<file path="src/rtl/multdiv_pkg.sv">
// multdiv_pkg -- shared types and constants for the iterative multiply/divide unit.
//
// Contents:
//   state_e        FSM state encoding (IDLE, MUL, DIV, DONE)
//   WIDTH_DEFAULT  default operand/result width
//   MUL_CYCLES     iterations of the multiply datapath at the default width
//   DIV_CYCLES     iterations of the divide datapath at the default width
//   mul_cycles_f / div_cycles_f  the same latencies for an arbitrary width
//
// Configuration macro: MULTDIV_RADIX4_EN -- when defined, the multiplier
// retires two multiplier bits per cycle (radix-4 Booth), halving MUL latency.
package multdiv_pkg;

   typedef enum logic [1:0] {
      ST_IDLE = 2'd0,
      ST_MUL  = 2'd1,
      ST_DIV  = 2'd2,
      ST_DONE = 2'd3
   } state_e;

   localparam int WIDTH_DEFAULT = 32;

   function automatic int mul_cycles_f(input int w);
`ifdef MULTDIV_RADIX4_EN
      return w / 2;
`else
      return w;
`endif
   endfunction

   function automatic int div_cycles_f(input int w);
      return w;
   endfunction

   localparam int MUL_CYCLES = mul_cycles_f(WIDTH_DEFAULT);
   localparam int DIV_CYCLES = div_cycles_f(WIDTH_DEFAULT);

endpackage

</file>
<file path="src/rtl/multdiv_div_core.sv">
// multdiv_div_core -- unsigned restoring-division datapath, one quotient bit
// per step. The controlling FSM decides when to load and how many steps run.
//
// Ports:
//   clk_i        clock
//   load_i       capture dividend/divisor magnitudes, clear the remainder
//   step_i       perform one shift/subtract/restore iteration
//   dividend_i   dividend magnitude (unsigned)
//   divisor_i    divisor magnitude (unsigned, non-zero when stepping)
//   quot_next_o  quotient as it will be after the current step; on the final
//                step this is the complete quotient magnitude
module multdiv_div_core #(
   parameter int WIDTH = 32
) (
   input  logic             clk_i,
   input  logic             load_i,
   input  logic             step_i,
   input  logic [WIDTH-1:0] dividend_i,
   input  logic [WIDTH-1:0] divisor_i,
   output logic [WIDTH-1:0] quot_next_o
);

   logic [WIDTH-1:0] rem_q, quot_q, dsr_q;
   logic [WIDTH-1:0] rem_d, quot_d;
   logic [WIDTH:0]   rem_sh, diff;

   // The dividend is shifted out of the top of the quotient register while
   // quotient bits are shifted in at the bottom.
   always_comb begin
      rem_sh = {rem_q, quot_q[WIDTH-1]};
      diff   = rem_sh - {1'b0, dsr_q};
      if (!diff[WIDTH]) begin
         rem_d  = diff[WIDTH-1:0];
         quot_d = {quot_q[WIDTH-2:0], 1'b1};
      end else begin
         rem_d  = rem_sh[WIDTH-1:0];
         quot_d = {quot_q[WIDTH-2:0], 1'b0};
      end
   end

   always_ff @(posedge clk_i) begin
      if (load_i) begin
         rem_q  <= '0;
         quot_q <= dividend_i;
         dsr_q  <= divisor_i;
      end else if (step_i) begin
         rem_q  <= rem_d;
         quot_q <= quot_d;
      end
   end

   assign quot_next_o = quot_d;

endmodule

</file>
<file path="src/rtl/multdiv_unit.sv">
// multdiv_unit -- iterative signed multiply / divide unit for the execute stage.
//
// Ports:
//   clock           clock, all state changes on the rising edge
//   reset           synchronous active-high reset
//   ctrl_MULT       one-cycle start pulse for a signed multiply (wins over DIV)
//   ctrl_DIV        one-cycle start pulse for a signed divide
//   data_operandA   multiplicand / dividend, sampled only on a start cycle
//   data_operandB   multiplier / divisor, sampled only on a start cycle
//   data_result     low WIDTH bits of the product, or the quotient
//   data_exception  multiply overflow, divide-by-zero or MIN/-1 overflow
//   data_resultRDY  one-cycle completion pulse
//   busy            high from the cycle after a start through data_resultRDY
//
// Configuration macro: MULTDIV_RADIX4_EN -- radix-4 Booth multiply, WIDTH/2
// iterations instead of WIDTH (WIDTH must be even). Divide is unaffected.
module multdiv_unit
   import multdiv_pkg::*;
#(
   parameter int WIDTH = WIDTH_DEFAULT
) (
   input  logic             clock,
   input  logic             reset,
   input  logic             ctrl_MULT,
   input  logic             ctrl_DIV,
   input  logic [WIDTH-1:0] data_operandA,
   input  logic [WIDTH-1:0] data_operandB,
   output logic [WIDTH-1:0] data_result,
   output logic             data_exception,
   output logic             data_resultRDY,
   output logic             busy
);

   localparam int PW        = 2 * WIDTH;
   localparam int MulCycles = mul_cycles_f(WIDTH);
   localparam int DivCycles = div_cycles_f(WIDTH);
   localparam int CntW      = $clog2(WIDTH + 1);
   localparam logic [CntW-1:0] MulLast = CntW'(MulCycles - 1);
   localparam logic [CntW-1:0] DivLast = CntW'(DivCycles - 1);
`ifdef MULTDIV_RADIX4_EN
   localparam int MW = WIDTH + 1;   // multiplier with the implicit Booth bit below LSB
`else
   localparam int MW = WIDTH;
`endif

   state_e                  state_q, state_d;
   logic [CntW-1:0]         cnt_q, cnt_d;
   logic signed [PW-1:0]    acc_q, mcand_q, addend, prod_next;
   logic [MW-1:0]           mplier_q;
   logic                    sign_diff_q, div_zero_q, div_ovf_q;
   logic [WIDTH-1:0]        res_q, res_d;
   logic                    exc_q, exc_d;
   logic                    load_mul, load_div, mul_step, div_step;
   logic [WIDTH-1:0]        quot_mag;

   // Product does not fit a signed WIDTH-bit result when the bits from the
   // result sign bit upward are not all copies of one another.
   function automatic logic prod_ovf(input logic signed [PW-1:0] p);
      logic [WIDTH:0] top;
      top = p[PW-1:WIDTH-1];
      return !((&top) || !(|top));
   endfunction

   function automatic logic [WIDTH-1:0] magnitude(input logic [WIDTH-1:0] v);
      return v[WIDTH-1] ? -v : v;
   endfunction

   // ---------------- control FSM: state register ----------------
   always_ff @(posedge clock) begin
      if (reset) begin
         state_q <= ST_IDLE;
         cnt_q   <= '0;
         res_q   <= '0;
         exc_q   <= 1'b0;
      end else begin
         state_q <= state_d;
         cnt_q   <= cnt_d;
         res_q   <= res_d;
         exc_q   <= exc_d;
      end
   end

   // ---------------- control FSM: next state / result capture ----------------
   // A start pulse restarts from any state, which also drops an in-flight op.
   always_comb begin
      state_d  = state_q;
      cnt_d    = cnt_q;
      res_d    = res_q;
      exc_d    = exc_q;
      load_mul = 1'b0;
      load_div = 1'b0;
      mul_step = 1'b0;
      div_step = 1'b0;
      if (ctrl_MULT) begin
         state_d  = ST_MUL;
         cnt_d    = '0;
         load_mul = 1'b1;
      end else if (ctrl_DIV) begin
         state_d  = ST_DIV;
         cnt_d    = '0;
         load_div = 1'b1;
      end else begin
         case (state_q)
            ST_MUL: begin
               mul_step = 1'b1;
               cnt_d    = cnt_q + 1'b1;
               if (cnt_q == MulLast) begin
                  state_d = ST_DONE;
                  res_d   = prod_next[WIDTH-1:0];
                  exc_d   = prod_ovf(prod_next);
               end
            end
            ST_DIV: begin
               if (div_zero_q) begin
                  state_d = ST_DONE;
                  res_d   = '0;
                  exc_d   = 1'b1;
               end else begin
                  div_step = 1'b1;
                  cnt_d    = cnt_q + 1'b1;
                  if (cnt_q == DivLast) begin
                     state_d = ST_DONE;
                     res_d   = sign_diff_q ? -quot_mag : quot_mag;
                     exc_d   = div_ovf_q;
                  end
               end
            end
            ST_DONE: state_d = ST_IDLE;
            default: state_d = ST_IDLE;
         endcase
      end
   end

   // ---------------- multiply datapath ----------------
`ifdef MULTDIV_RADIX4_EN
   // Booth digit from bits {b[2i+1], b[2i], b[2i-1]}; shifting the multiplier
   // arithmetically keeps the top digit correct for negative multipliers.
   always_comb begin
      case (mplier_q[2:0])
         3'b001, 3'b010: addend = mcand_q;
         3'b011:         addend = mcand_q <<< 1;
         3'b100:         addend = -(mcand_q <<< 1);
         3'b101, 3'b110: addend = -mcand_q;
         default:        addend = '0;
      endcase
      prod_next = acc_q + addend;
   end

   always_ff @(posedge clock) begin
      if (load_mul) begin
         acc_q    <= '0;
         mcand_q  <= {{WIDTH{data_operandA[WIDTH-1]}}, data_operandA};
         mplier_q <= {data_operandB, 1'b0};
      end else if (mul_step) begin
         acc_q    <= prod_next;
         mcand_q  <= mcand_q <<< 2;
         mplier_q <= {{2{mplier_q[MW-1]}}, mplier_q[MW-1:2]};
      end
   end
`else
   // The multiplier MSB carries negative weight in two's complement, so the
   // last partial product is subtracted rather than added.
   always_comb begin
      if (mplier_q[0]) addend = (cnt_q == MulLast) ? -mcand_q : mcand_q;
      else             addend = '0;
      prod_next = acc_q + addend;
   end

   always_ff @(posedge clock) begin
      if (load_mul) begin
         acc_q    <= '0;
         mcand_q  <= {{WIDTH{data_operandA[WIDTH-1]}}, data_operandA};
         mplier_q <= data_operandB;
      end else if (mul_step) begin
         acc_q    <= prod_next;
         mcand_q  <= mcand_q <<< 1;
         mplier_q <= mplier_q >> 1;
      end
   end
`endif

   // ---------------- divide operand conditioning ----------------
   always_ff @(posedge clock) begin
      if (load_div) begin
         sign_diff_q <= data_operandA[WIDTH-1] ^ data_operandB[WIDTH-1];
         div_zero_q  <= (data_operandB == '0);
         div_ovf_q   <= (data_operandA == {1'b1, {(WIDTH-1){1'b0}}}) && (&data_operandB);
      end
   end

   multdiv_div_core #(
      .WIDTH(WIDTH)
   ) u_div_core (
      .clk_i       (clock),
      .load_i      (load_div),
      .step_i      (div_step),
      .dividend_i  (magnitude(data_operandA)),
      .divisor_i   (magnitude(data_operandB)),
      .quot_next_o (quot_mag)
   );

   assign data_result    = res_q;
   assign data_exception = exc_q;
   assign data_resultRDY = (state_q == ST_DONE);
   assign busy           = (state_q != ST_IDLE);

endmodule

</file>
<file path="config.mk">
export PLATFORM = sky130hd
export DESIGN_NAME = multdiv_unit
export DESIGN_NICKNAME = d
export VERILOG_FILES = /design/src/rtl/multdiv_pkg.sv /design/src/rtl/multdiv_div_core.sv /design/src/rtl/multdiv_unit.sv
export SDC_FILE = /design/constraint.sdc
export NUM_CORES = 1
export LEC_CHECK = 0
export ABC_CLOCK_PERIOD_IN_PS = 6300
export CAP_MARGIN = 20
export CORE_ASPECT_RATIO = 1.2
export CORE_MARGIN = 3
export CORE_UTILIZATION = 55
export CTS_BUF_LIST = sky130_fd_sc_hd__clkbuf_4
export DETAILED_ROUTE_END_ITERATION = 12
export PLACE_DENSITY = 0.74
export RECOVER_POWER = 100
export SLEW_MARGIN = 0
export SYNTH_ARGS = -nofsm -noshare
export SYNTH_HDL_FRONTEND = slang
export SYNTH_SLANG_ARGS = --single-unit
</file>
<file path="constraint.sdc">
create_clock -name clock -period 6.3 [get_ports clock]
set_input_delay 1.26 -clock clock [delete_from_list [all_inputs] [get_ports clock]]
set_output_delay 1.26 -clock clock [all_outputs]
set_load 0.01 [all_outputs]
</file>
* Word level (Yosys, flattened, before mapping)
Cells that the tools add are included.
** Word-level totals
- Flip-flop bits (word level) :: 300
- Bits of input ports :: 68
- Output and inout port bits :: 35
- Word-level logic and storage cells :: 87
** Operators by class
- Add/subtract/negate cells :: 7
- Eq/ne operators :: 8
- Multiplexer cells :: 38
- Bitwise gates (word level) :: 3
- Reductions and logical operators :: 16
** Operators by type and width (number)
- $mux 32 :: 10
- $mux 64 :: 4
- $neg 32->32 :: 3
- $add 64x64->64 :: 1
- $neg 64->64 :: 1
- $pmux 32 s2 :: 1
- $reduce_and 33->1 :: 1
- $reduce_or 33->1 :: 1
- $sub 33x32->33 :: 1
- $eq 32x32->1 const B :: 1
- $logic_not 32->1 :: 1
- $reduce_and 32->1 :: 1
- $mux 31 :: 1
- $mux 1 :: 15
- $pmux 6 s2 :: 1
- $reduce_bool 2->1 :: 4
- $add 6x1->6 const B :: 1
- $eq 6x5->1 const B :: 1
- $mux 2 :: 3
- $mux 6 :: 1
- $reduce_and 5->1 :: 1
- $eq 2x2->1 const B :: 2
- $ne 2x2->1 const B :: 2
- $pmux 2 s2 :: 1
- other kinds (11) :: 13

* Longest topological paths before layout
Gate-level depths: netlist (run 1).
- Depth in word-level cells :: 10
- Depth in mapped cells :: 26

* Hierarchy
A second synthesis (run 1) with hierarchy kept.
** Unflattened totals
- Cells, all modules :: 2436
- Area, all modules :: 21604.5 µm²
** Modules (own cells, without submodules)
- multdiv_unit :: instances 1, cells an instance 1866, area each 15766.4 µm²
- multdiv_div_core :: instances 1, cells an instance 570, area each 5838.1 µm²

* Worst setup path before layout (run 1)
Ideal clock, no wire load.
- Path kind :: register -> register
- Start :: register mcand_q[41]
- End :: register exc_q, in the netlist data_exception
- Setup time :: 123 ps
- Data arrival time :: 5538 ps
- Data required time :: 6177 ps
- Slack :: 639 ps
- Cell stages (with the launch flop) :: 22
- Buffers on the path :: 1
- Clock period less this slack :: 5661 ps
- Path through :: edfxtp_1 or4_1 or3_4 or3_4 or4_4 or4_1 o21ai_0 xnor2_1 and2_1 ha_1 clkbuf_1 and3_1 nand2_1 nor3_1 nand2_1 or4_1 o2111ai_1 xor2_1 nor4b_1 nand4_1 nor4b_2 nor4_1
** Between the ends
- Cells in the longest elaborated chain, start to end :: 10
- Elaborated cells between the ends (all ways) :: 11
- Those cells by class :: 2 x add/sub; 4 x mux; 5 x reduce/logical
** Ends and longest elaborated chain
- from (decl) :: RTL line multdiv_unit.sv:48 : logic signed [PW-1:0] acc_q, mcand_q, addend, prod_next;
- from (signal assigned) :: RTL line multdiv_unit.sv:172 : mcand_q <= {{WIDTH{data_operandA[WIDTH-1]}}, data_operandA};
- from (signal assigned) :: RTL line multdiv_unit.sv:176 : mcand_q <= mcand_q <<< 1;
- $neg 64->64 :: RTL line multdiv_unit.sv:164 : if (mplier_q[0]) addend = (cnt_q == MulLast) ? -mcand_q : mcand_q;
- $mux 64 (*) (2 in series) :: RTL line multdiv_unit.sv:164
- $add 64x64->64 (*) :: RTL line multdiv_unit.sv:166 : prod_next = acc_q + addend;
- $reduce_or 33->1 :: RTL line multdiv_unit.sv:61 : return !((&top) || !(|top));
- $logic_not 1->1 :: RTL line multdiv_unit.sv:61
- $logic_or 1x1->1 (*) :: RTL line multdiv_unit.sv:61
- $logic_not 1->1 (*) :: RTL line multdiv_unit.sv:61
- $mux 1 (*) :: RTL line multdiv_unit.sv:107 : if (cnt_q == MulLast) begin
- $pmux 1 s2 (*) :: RTL line multdiv_unit.sv:103 : case (state_q)
- to (signal assigned) :: RTL line multdiv_unit.sv:74 : exc_q <= 1'b0;
- to (signal assigned) :: RTL line multdiv_unit.sv:79 : exc_q <= exc_d;
- to (decl) :: RTL line multdiv_unit.sv:52 : logic exc_q, exc_d;
Every way passes the cells marked *; elsewhere a longest branch is shown, timed or not. The select of a mux whose other input is x is not followed.
A chain may end at the register's enable or synchronous reset.

* Worst setup path after layout (run 1)
- Start :: register mcand_q[5]
- End :: register exc_q, in the netlist data_exception
Same word-level chain as after synthesis.

==> results of run 1 <==
sequential cells by signal, summed over array words and instances (netlist names):
register           flops
acc_q                 64
cnt_q                  6
data_exception         1
data_result           32
div_ovf_q              1
div_zero_q             1
mcand_q               64
mplier_q              32
sign_diff_q            1
state_q                2
u_div_core.dsr_q      32
u_div_core.quot_q     32
u_div_core.rem_q      32
per-layer routing:
metal | part of all wire (%) | track usage (%) | vias up
met2 | 46 | 52.4 | 893
met1 | 42 | 42.1 | 9545
met4 | 3.9 | 13.0 | 2
li1 | - | - | 9566
met5 | 0.012 | 0 | -
met3 | 8.1 | 6.11 | 190
power by group:
group	total, µW	internal (µW)	switching, µW
sequential	2290	2200	88.5
clock	1890	1020	870
combinational	881	336	545
kinds of logic (layout without fill, tap and decap cells):
kind of cell / after synthesis / after routing / synth area share, %
other: 0 / 5 / 0
adders and majority gates: 108 / 108 / 6.32
AOI/OAI and AO/OA: 776 / 776 / 22.7
muxes: 70 / 70 / 3.59
DFF: 300 / 300 / 35.3
and+or+nand+nor: 807 / 807 / 18.9
buffers and inverters: 244 / 421 / 4.48
xor gates and xnor gates: 213 / 213 / 8.70
worst paths after layout:
path                    endpoint  slack (ns)  cells past startpoint
setup / recovery  data_exception        0.30                     19
hold / removal         acc_q[35]        0.46                      2
setup reg to reg  data_exception        0.30                     19
hold reg to reg        acc_q[35]        0.46                      2
per-stage QoR:
| step | worst slack (ns) | cells | power [µW] | area, µm² |
|---|---|---|---|---|
| 6_report | 0.298 | 3220 | 5060 | 24400 |
| 5_1_grt | -0.0852 | 3220 | 5280 | 24400 |
| 4_1_cts | 0.0804 | 3215 | 5080 | 24400 |
| 3_5_place_dp | 0.0695 | 3072 | 3180 | 23300 |
| 3_3_place_gp | 0.184 | 3071 | 3170 | 23200 |
| 2_1_floorplan | 0.639 | 2518 | 2850 | 21600 |
worst min-delay path, delay by kind of cell (launching register included):
| kind | cells | cell delay [ns] |
|---|---|---|
| AOI/OAI and AO/OA | 1 | 0.06 |
| DFF | 1 | 0.33 |
| and+or+nand+nor | 1 | 0.05 |
layout by cell type, fill, tap and decap left out, types with 25 or more instances in the layout:
cell type / instances
sky130_fd_sc_hd__a21oi_1: 160
sky130_fd_sc_hd__buf_4: 44
sky130_fd_sc_hd__inv_1: 110
sky130_fd_sc_hd__dfxtp_1: 137
sky130_fd_sc_hd__clkdlybuf4s50_1: 63
sky130_fd_sc_hd__a22o_1: 27
sky130_fd_sc_hd__ha_1: 104
sky130_fd_sc_hd__nor2_1: 168
sky130_fd_sc_hd__nor3_1: 37
sky130_fd_sc_hd__a21o_1: 42
sky130_fd_sc_hd__xnor2_1: 120
sky130_fd_sc_hd__mux2_2: 59
sky130_fd_sc_hd__edfxtp_1: 163
sky130_fd_sc_hd__o21ai_0: 280
sky130_fd_sc_hd__clkbuf_4: 110
sky130_fd_sc_hd__o31ai_1: 44
sky130_fd_sc_hd__nand2_1: 239
sky130_fd_sc_hd__xor2_1: 91
sky130_fd_sc_hd__nor4_1: 25
sky130_fd_sc_hd__and2_1: 69
sky130_fd_sc_hd__or3_1: 34
sky130_fd_sc_hd__nand4_1: 56
sky130_fd_sc_hd__dlygate4sd3_1: 38
sky130_fd_sc_hd__nand3_1: 49
cell type report:
type,count,area [µm²]
diodes,5,12.5
fillers,3375,13900
flip-flops and latches,300,7640
clock inverters,33,270
well taps,520,651
inverters,113,424
clock buffers,110,826
repair buffers,165,1440
multi-input cells,1974,13100
timing repair:
action / CTS / global route
setup endpoints to repair: 0 / 1
resized for setup: 0 / 28
hold buffers: 0 / 0
endpoints found under the hold margin: 0 / 0
==> results.md, run 1 <==
* Post-route setup TNS at 0 ns
* DRC errors left at 0
* Vias/cell at 6.27
* Max Root-Sink Buffers at 3
* Sinks on Clock Net at 300
* Share of post-route cells with drive strength above 1 at 10.8%
* Maximum vdd ir drop at around 0.20 mV
* Kind of start point of the critical path: register
* Hold violation count in the final report at 0
* Most instantiated flip-flop cell in the synthesis netlist: sky130_fd_sc_hd__edfxtp_1
* DP HPWL at 52,700 µm
* Detailed Route Iter0 Violations at 1,766
* Pin count of the biggest net entering global routing at 84
* Depth of the CTS H-tree at 3
* Worst hold-check path type: register to register
* Relative slew slack at -101%
* Vias in the first global route at 19,100
* CP max stage delay at 0.55 ns
* Number of storage elements in the synthesis netlist at 300
* Final critical delay including setup and external delays at between 6 and 7 ns
* Clock-pin slew on the worst setup and hold paths at 0.07 ns
* Placeable core region at 38,300 µm²
* Routed via count at between 20,000 and 25,000
* Clock Root Buffer: sky130_fd_sc_hd__clkbuf_4
* Routed Antenna Nets at 0
* Synth area leader: sky130_fd_sc_hd__edfxtp_1
* DR WL/cell at ~21 µm
* Top fanout value on the critical path at 9
* Violations in the final reports: capacitance limit, slew limit
* Mapped Cells at roughly 2,500
* Clock latency of the later-clocked register in the worst-skew pair at 0.84 ns
* Reg-to-reg critical path startpoint: mcand_q[5]
* Type of the worst setup path: register to register
* I/O pin count at ~100
* GR Overflow Total at 0
* Vertical extent of the die at 223 µm
* TritonCTS clock tree: done
* Netlist cell types at 88
* Final-report setup violation count at 0
* Net count after synthesis at 2,694
* Total global-route track usage at 32.1%
* Async set-reset flop share out of synthesis at 0%
* Worst Setup SP: mcand_q[5]
* Mean cell area of the mapped netlist at 8.58 µm²
* Slowest cell on the critical path: sky130_fd_sc_hd__or4bb_2
* Width of the die at 187 µm
* LEAKAGE at 0.00940 µW
* Post-synthesis instance area at 21,600 µm²
* Worst setup EP type: register
* Most used standard cell by instance count after synthesis: sky130_fd_sc_hd__o21ai_0
* Area delta synth->final at 12.9%
* Last weighted congestion value of the routability-driven placer at between 1 and 1.5
* Number of antenna violations at the first check in global routing at 4
* Final Net Count at approximately 2,800
* Site row count at a little under 80
* Hold WS at about 0.46 ns
* Arrival time at the worst endpoint at 6.69 ns
* Area of the die at 41,700 µm²
* Power density of the placed cells at 207 nW/µm²
* Run status: complete, but fails checks
* Final Skew at 0.0530 ns
* Core utilization of the finished layout at 63.8%
* Final worst path period share at between 90% and 100%
* IO Port Bufs at 102
* Actual slew at the worst max-slew pin at 3.01 ns
* Top cell type's share of synthesized area at 22.6%
* Series of cell instances along the critical path: nor4_1, nand2_1, nor2_1, nand3_1, o41ai_1, xnor2_1, and2_0, ha_1, nand4_1, nor3_1, nand2_1, a211oi_1, buf_4, o21ai_0, xnor2_1, nor3b_1, or4bb_2, nor4_1, nor4_1
* Endpoint required time on the critical path at 6.98 ns
* Worst path bufs/invs at 1
* Most common library cells after synthesis: sky130_fd_sc_hd__o21ai_0 (284), sky130_fd_sc_hd__nand2_1 (239), sky130_fd_sc_hd__nor2_1 (171)
* Initial standard-cell utilization of the core at 56.5%
* Largest delay share family, worst path: simple AND/OR/NAND/NOR gates
* Share of synthesized area occupied by flip-flops and latches at a little over a third
* TritonRoute pass-1 iters at 5
* Synth area leaders: sky130_fd_sc_hd__edfxtp_1 (23%), sky130_fd_sc_hd__dfxtp_1 (13%), sky130_fd_sc_hd__o21ai_0 (6.6%)
* Origin of the worst min-delay path: acc_q[35]
* Number of buffers created by CTS at 79
* Wire length of the first global-routing pass at 106,000 µm
* Number of max-slew violations in the final report at 463
* Number of enable-type register cells in the synthesized netlist at 163
* Final wirelength at 68,600 µm
* Max-capacitance violation count at 9
* Most frequent cell on the critical path: sky130_fd_sc_hd__nor4_1
* Buffers inserted by post-CTS timing repair at 0
* Number of synthesis warnings at 0
* Highest clock rate at 0.167 GHz
No activity file was read; power rests on OpenSTA's default activity.
==> run 2: changes to the inputs <==
Settings changed: CORE_UTILIZATION 55 to 45.
==> results.md, run 2 (synthesis gave the netlist of run 1 again) <==
* Register-to-Register Setup Slack at 0.22 ns (was 0.30 ns)
* DRC errors left at 0 (unchanged)
* Final wirelength at 69,300 µm (was 68,600 µm)
* DP HPWL at 52,800 µm (was 52,700 µm)
* Worst hold-check path type: register to register (unchanged)
* Final Net Count at 2,812 (was 2,809)
* Vertical extent of the die at 246 µm (was 223 µm)
* DR WL/cell at 20.8 µm (was 21.3 µm)
* Relative slew slack at -99.4% (was -101%)
* TritonRoute pass-1 iters at 6 (was 5)
* LEAKAGE at 0.00941 µW (was 0.00940 µW)
* Slowest cell on the critical path: sky130_fd_sc_hd__nor4b_1 (was sky130_fd_sc_hd__or4bb_2)
* Top fanout value on the critical path at 5 (was 9)
* Type of the worst setup path: register to register (unchanged)
* Psw at 1520 µW (was 1500 µW)
* Detailed Route Iter0 Violations at 1,935 (was 1,766)
* Share of post-route cells with drive strength above 1 at 11.0% (was 10.8%)
* Wire length of the first global-routing pass at 107,000 µm (was 106,000 µm)
* Largest registers in the final layout: acc_q x64, mcand_q x64 (unchanged)
* Area of the die at 50,700 µm² (was 41,700 µm²)
* Switch share at 30.5% (was 29.7%)
* Clock latency of the later-clocked register in the worst-skew pair at 0.86 ns (was 0.84 ns)
* Total global-route track usage at 26.7% (was 32.1%)
* CP max stage delay at 0.54 ns (was 0.55 ns)
* Final setup margin at 0.218 ns (was 0.298 ns)
* Width of the die at 206 µm (was 187 µm)
* Clock-pin slew on the worst setup and hold paths at 0.07 ns (about the same)
* Worst setup EP type: register (unchanged)
* Site row count at 87 (was 78)
* Vias/cell at 6.10 (was 6.27)
* Final worst path period share at 96.5% (was 95.3%)
* TritonCTS clock tree: done (unchanged)
* Placeable core region at 47,200 µm² (was 38,300 µm²)
* Number of inserted filler cells in the final layout at 4,471 (was 3,375)
* Endpoint of the most critical register-to-register path: data_exception (unchanged)
* Number of hold-repair buffers added at the cts stage at 0 (unchanged)
* GR Overflow Total at 0 (unchanged)
* Depth of the CTS H-tree at 3 (unchanged)
* Sinks on Clock Net at 300 (unchanged)
* Cell count after placement at 3,174 (was 3,072)
* Routed Antenna Nets at 0 (unchanged)
* Hold violation count in the final report at 0 (unchanged)
* Number of buffers created by CTS at 83 (was 79)
* Final-report setup violation count at 0 (unchanged)
* Internal Dissipation at 3480 µW (was 3550 µW)
* Capturing instance or port of the critical path: data_exception (unchanged)
* Actual slew at the worst max-slew pin at 2.99 ns (was 3.01 ns)
* Run status: complete, but fails checks (unchanged)
* Last weighted congestion value of the routability-driven placer at 1.01 (was 1.00)
* Clock Root Buffer: sky130_fd_sc_hd__clkbuf_4 (unchanged)
* Arrival time at the worst endpoint at 6.76 ns (was 6.69 ns)
* Endpoint required time on the critical path at 6.98 ns (about the same)
* I/O pin count at 103 (unchanged)
* Violations in the final reports: capacitance limit, slew limit (unchanged)
* Number of antenna violations at the first check in global routing at 2 (was 4)
* Reg-to-reg critical path startpoint: mcand_q[1] (was mcand_q[5])
* Buffers inserted by post-CTS timing repair at 0 (unchanged)
* Post-layout instance count excluding filler cells at 3,327 (was 3,220)
* Initial standard-cell utilization of the core at 45.8% (was 56.5%)
* Maximum vdd ir drop at 0.208 mV (was 0.199 mV)
* Routed via count at 20,300 (was 20,200)
* Pin count of the biggest net entering global routing at 74 (was 84)
* Kind of start point of the critical path: register (unchanged)
* Max Root-Sink Buffers at 3 (unchanged)
* Area delta synth->final at 13.1% (was 12.9%)
* Vias in the first global route at 19,200 (was 19,100)
* Commonest non-fill, non-tap cells in the layout: sky130_fd_sc_hd__o21ai_0 (283), sky130_fd_sc_hd__nand2_1 (239), sky130_fd_sc_hd__nor2_1 (168) (was sky130_fd_sc_hd__o21ai_0 (280), sky130_fd_sc_hd__nand2_1 (239), sky130_fd_sc_hd__nor2_1 (168))
* Max-capacitance violation count at 9 (unchanged)
* Series of cell instances along the critical path: inv_1, ha_1, nor4b_4, nand4_1, or2_2, o41ai_1, xnor2_1, and2_1, ha_1, buf_4, a21oi_1, o21a_1, o221ai_1, a221oi_1, a21oi_1, or3_1, a2111o_1, nor4b_1, nand4_1, nor4b_2, nor4_1 (was nor4_1, nand2_1, nor2_1, nand3_1, o41ai_1, xnor2_1, and2_0, ha_1, nand4_1, nor3_1, nand2_1, a211oi_1, buf_4, o21ai_0, xnor2_1, nor3b_1, or4bb_2, nor4_1, nor4_1)
* Cells resized by post-CTS repair at 0 (unchanged)
* Power density of the placed cells at 205 nW/µm² (was 207 nW/µm²)
* Worst Setup SP: mcand_q[1] (was mcand_q[5])
* IO Port Bufs at 102 (unchanged)
* Final Skew at 0.102 ns (was 0.0530 ns)
* Clock power frac at 36.9% (was 37.4%)
* Leading cell type in the layout, fill and taps excluded: sky130_fd_sc_hd__o21ai_0 (unchanged)
* Sequential share of power at 45.9% (was 45.2%)
* Highest clock rate at 0.164 GHz (was 0.167 GHz)
* Worst r2r path cells at 21 (was 19)
* Final critical delay including setup and external delays at 6.08 ns (was 6.00 ns)
* Number of max-slew violations in the final report at 386 (was 463)
* Setup slack after placement at 0.0937 ns (was 0.0695 ns)
* Portion of total power attributed to combinational logic at 17.2% (was 17.4%)
## run 2: stage by stage
step	utilization, %	power [µW]	setup TNS, ns	instance area (µm²)	hold WS [ns]
6_report	51.7	5000	0	24400	0.466
5_1_grt	51.7	5240	-0.0159	24400	0.484
4_1_cts	51.8	5040	0	24400	0.467
3_5_place_dp	49.5	3170	0	23400	0.451
3_3_place_gp	49.5	3160	0	23400	0.443
2_1_floorplan	-	2850	0	21600	0.427
## run 2: power groups by stage
stage               logic [µW]  registers [µW]  clock network [µW]
floorplan                  549            2300                   0
global placement           830            2330                   0
detailed placement         843            2330                   0
CTS                        849            2290                1900
global route               928            2310                2010
finish                     859            2290                1850
## run 2: worst min-delay path by stage
stage                     startpoint        end  slack (ns)  cells after the start
after global placement     acc_q[35]  acc_q[35]        0.44                      2
after CTS                  acc_q[34]  acc_q[34]        0.47                      2
final                      acc_q[34]  acc_q[34]        0.47                      2
after global routing       acc_q[39]  acc_q[39]        0.48                      2
after floorplan            acc_q[63]  acc_q[63]        0.43                      2
after detailed placement   acc_q[34]  acc_q[34]        0.45                      2
## run 2: critical path, delay by kind of cell, from the launching register on
kind            cells  cell delay (ns)
compound gates      7             2.14
xor+xnor            1             0.16
fa+ha+maj           2             0.49
buf+inv             2             0.27
flops               1             0.42
simple gates        9             2.49
## run 2: per-layer routing
metal	wire (µm)	part of all wire [%]	track usage (%)
met5	12	0.017	0
met4	3260	4.7	11.8
met2	32300	47	43.8
met3	5060	7.3	4.61
met1	28700	41	34.5
## run 2: cell type report
class	instances	area, µm²	area share (%)
tap	623	779	3.19
inverter	113	425	1.74
sequential	300	7640	31.2
multi-input combinational	1974	13100	53.5
clock buffer	123	923	3.78
antenna	4	10.0	0.0409
clock inverter	26	151	0.619
timing repair buffer	164	1450	5.92
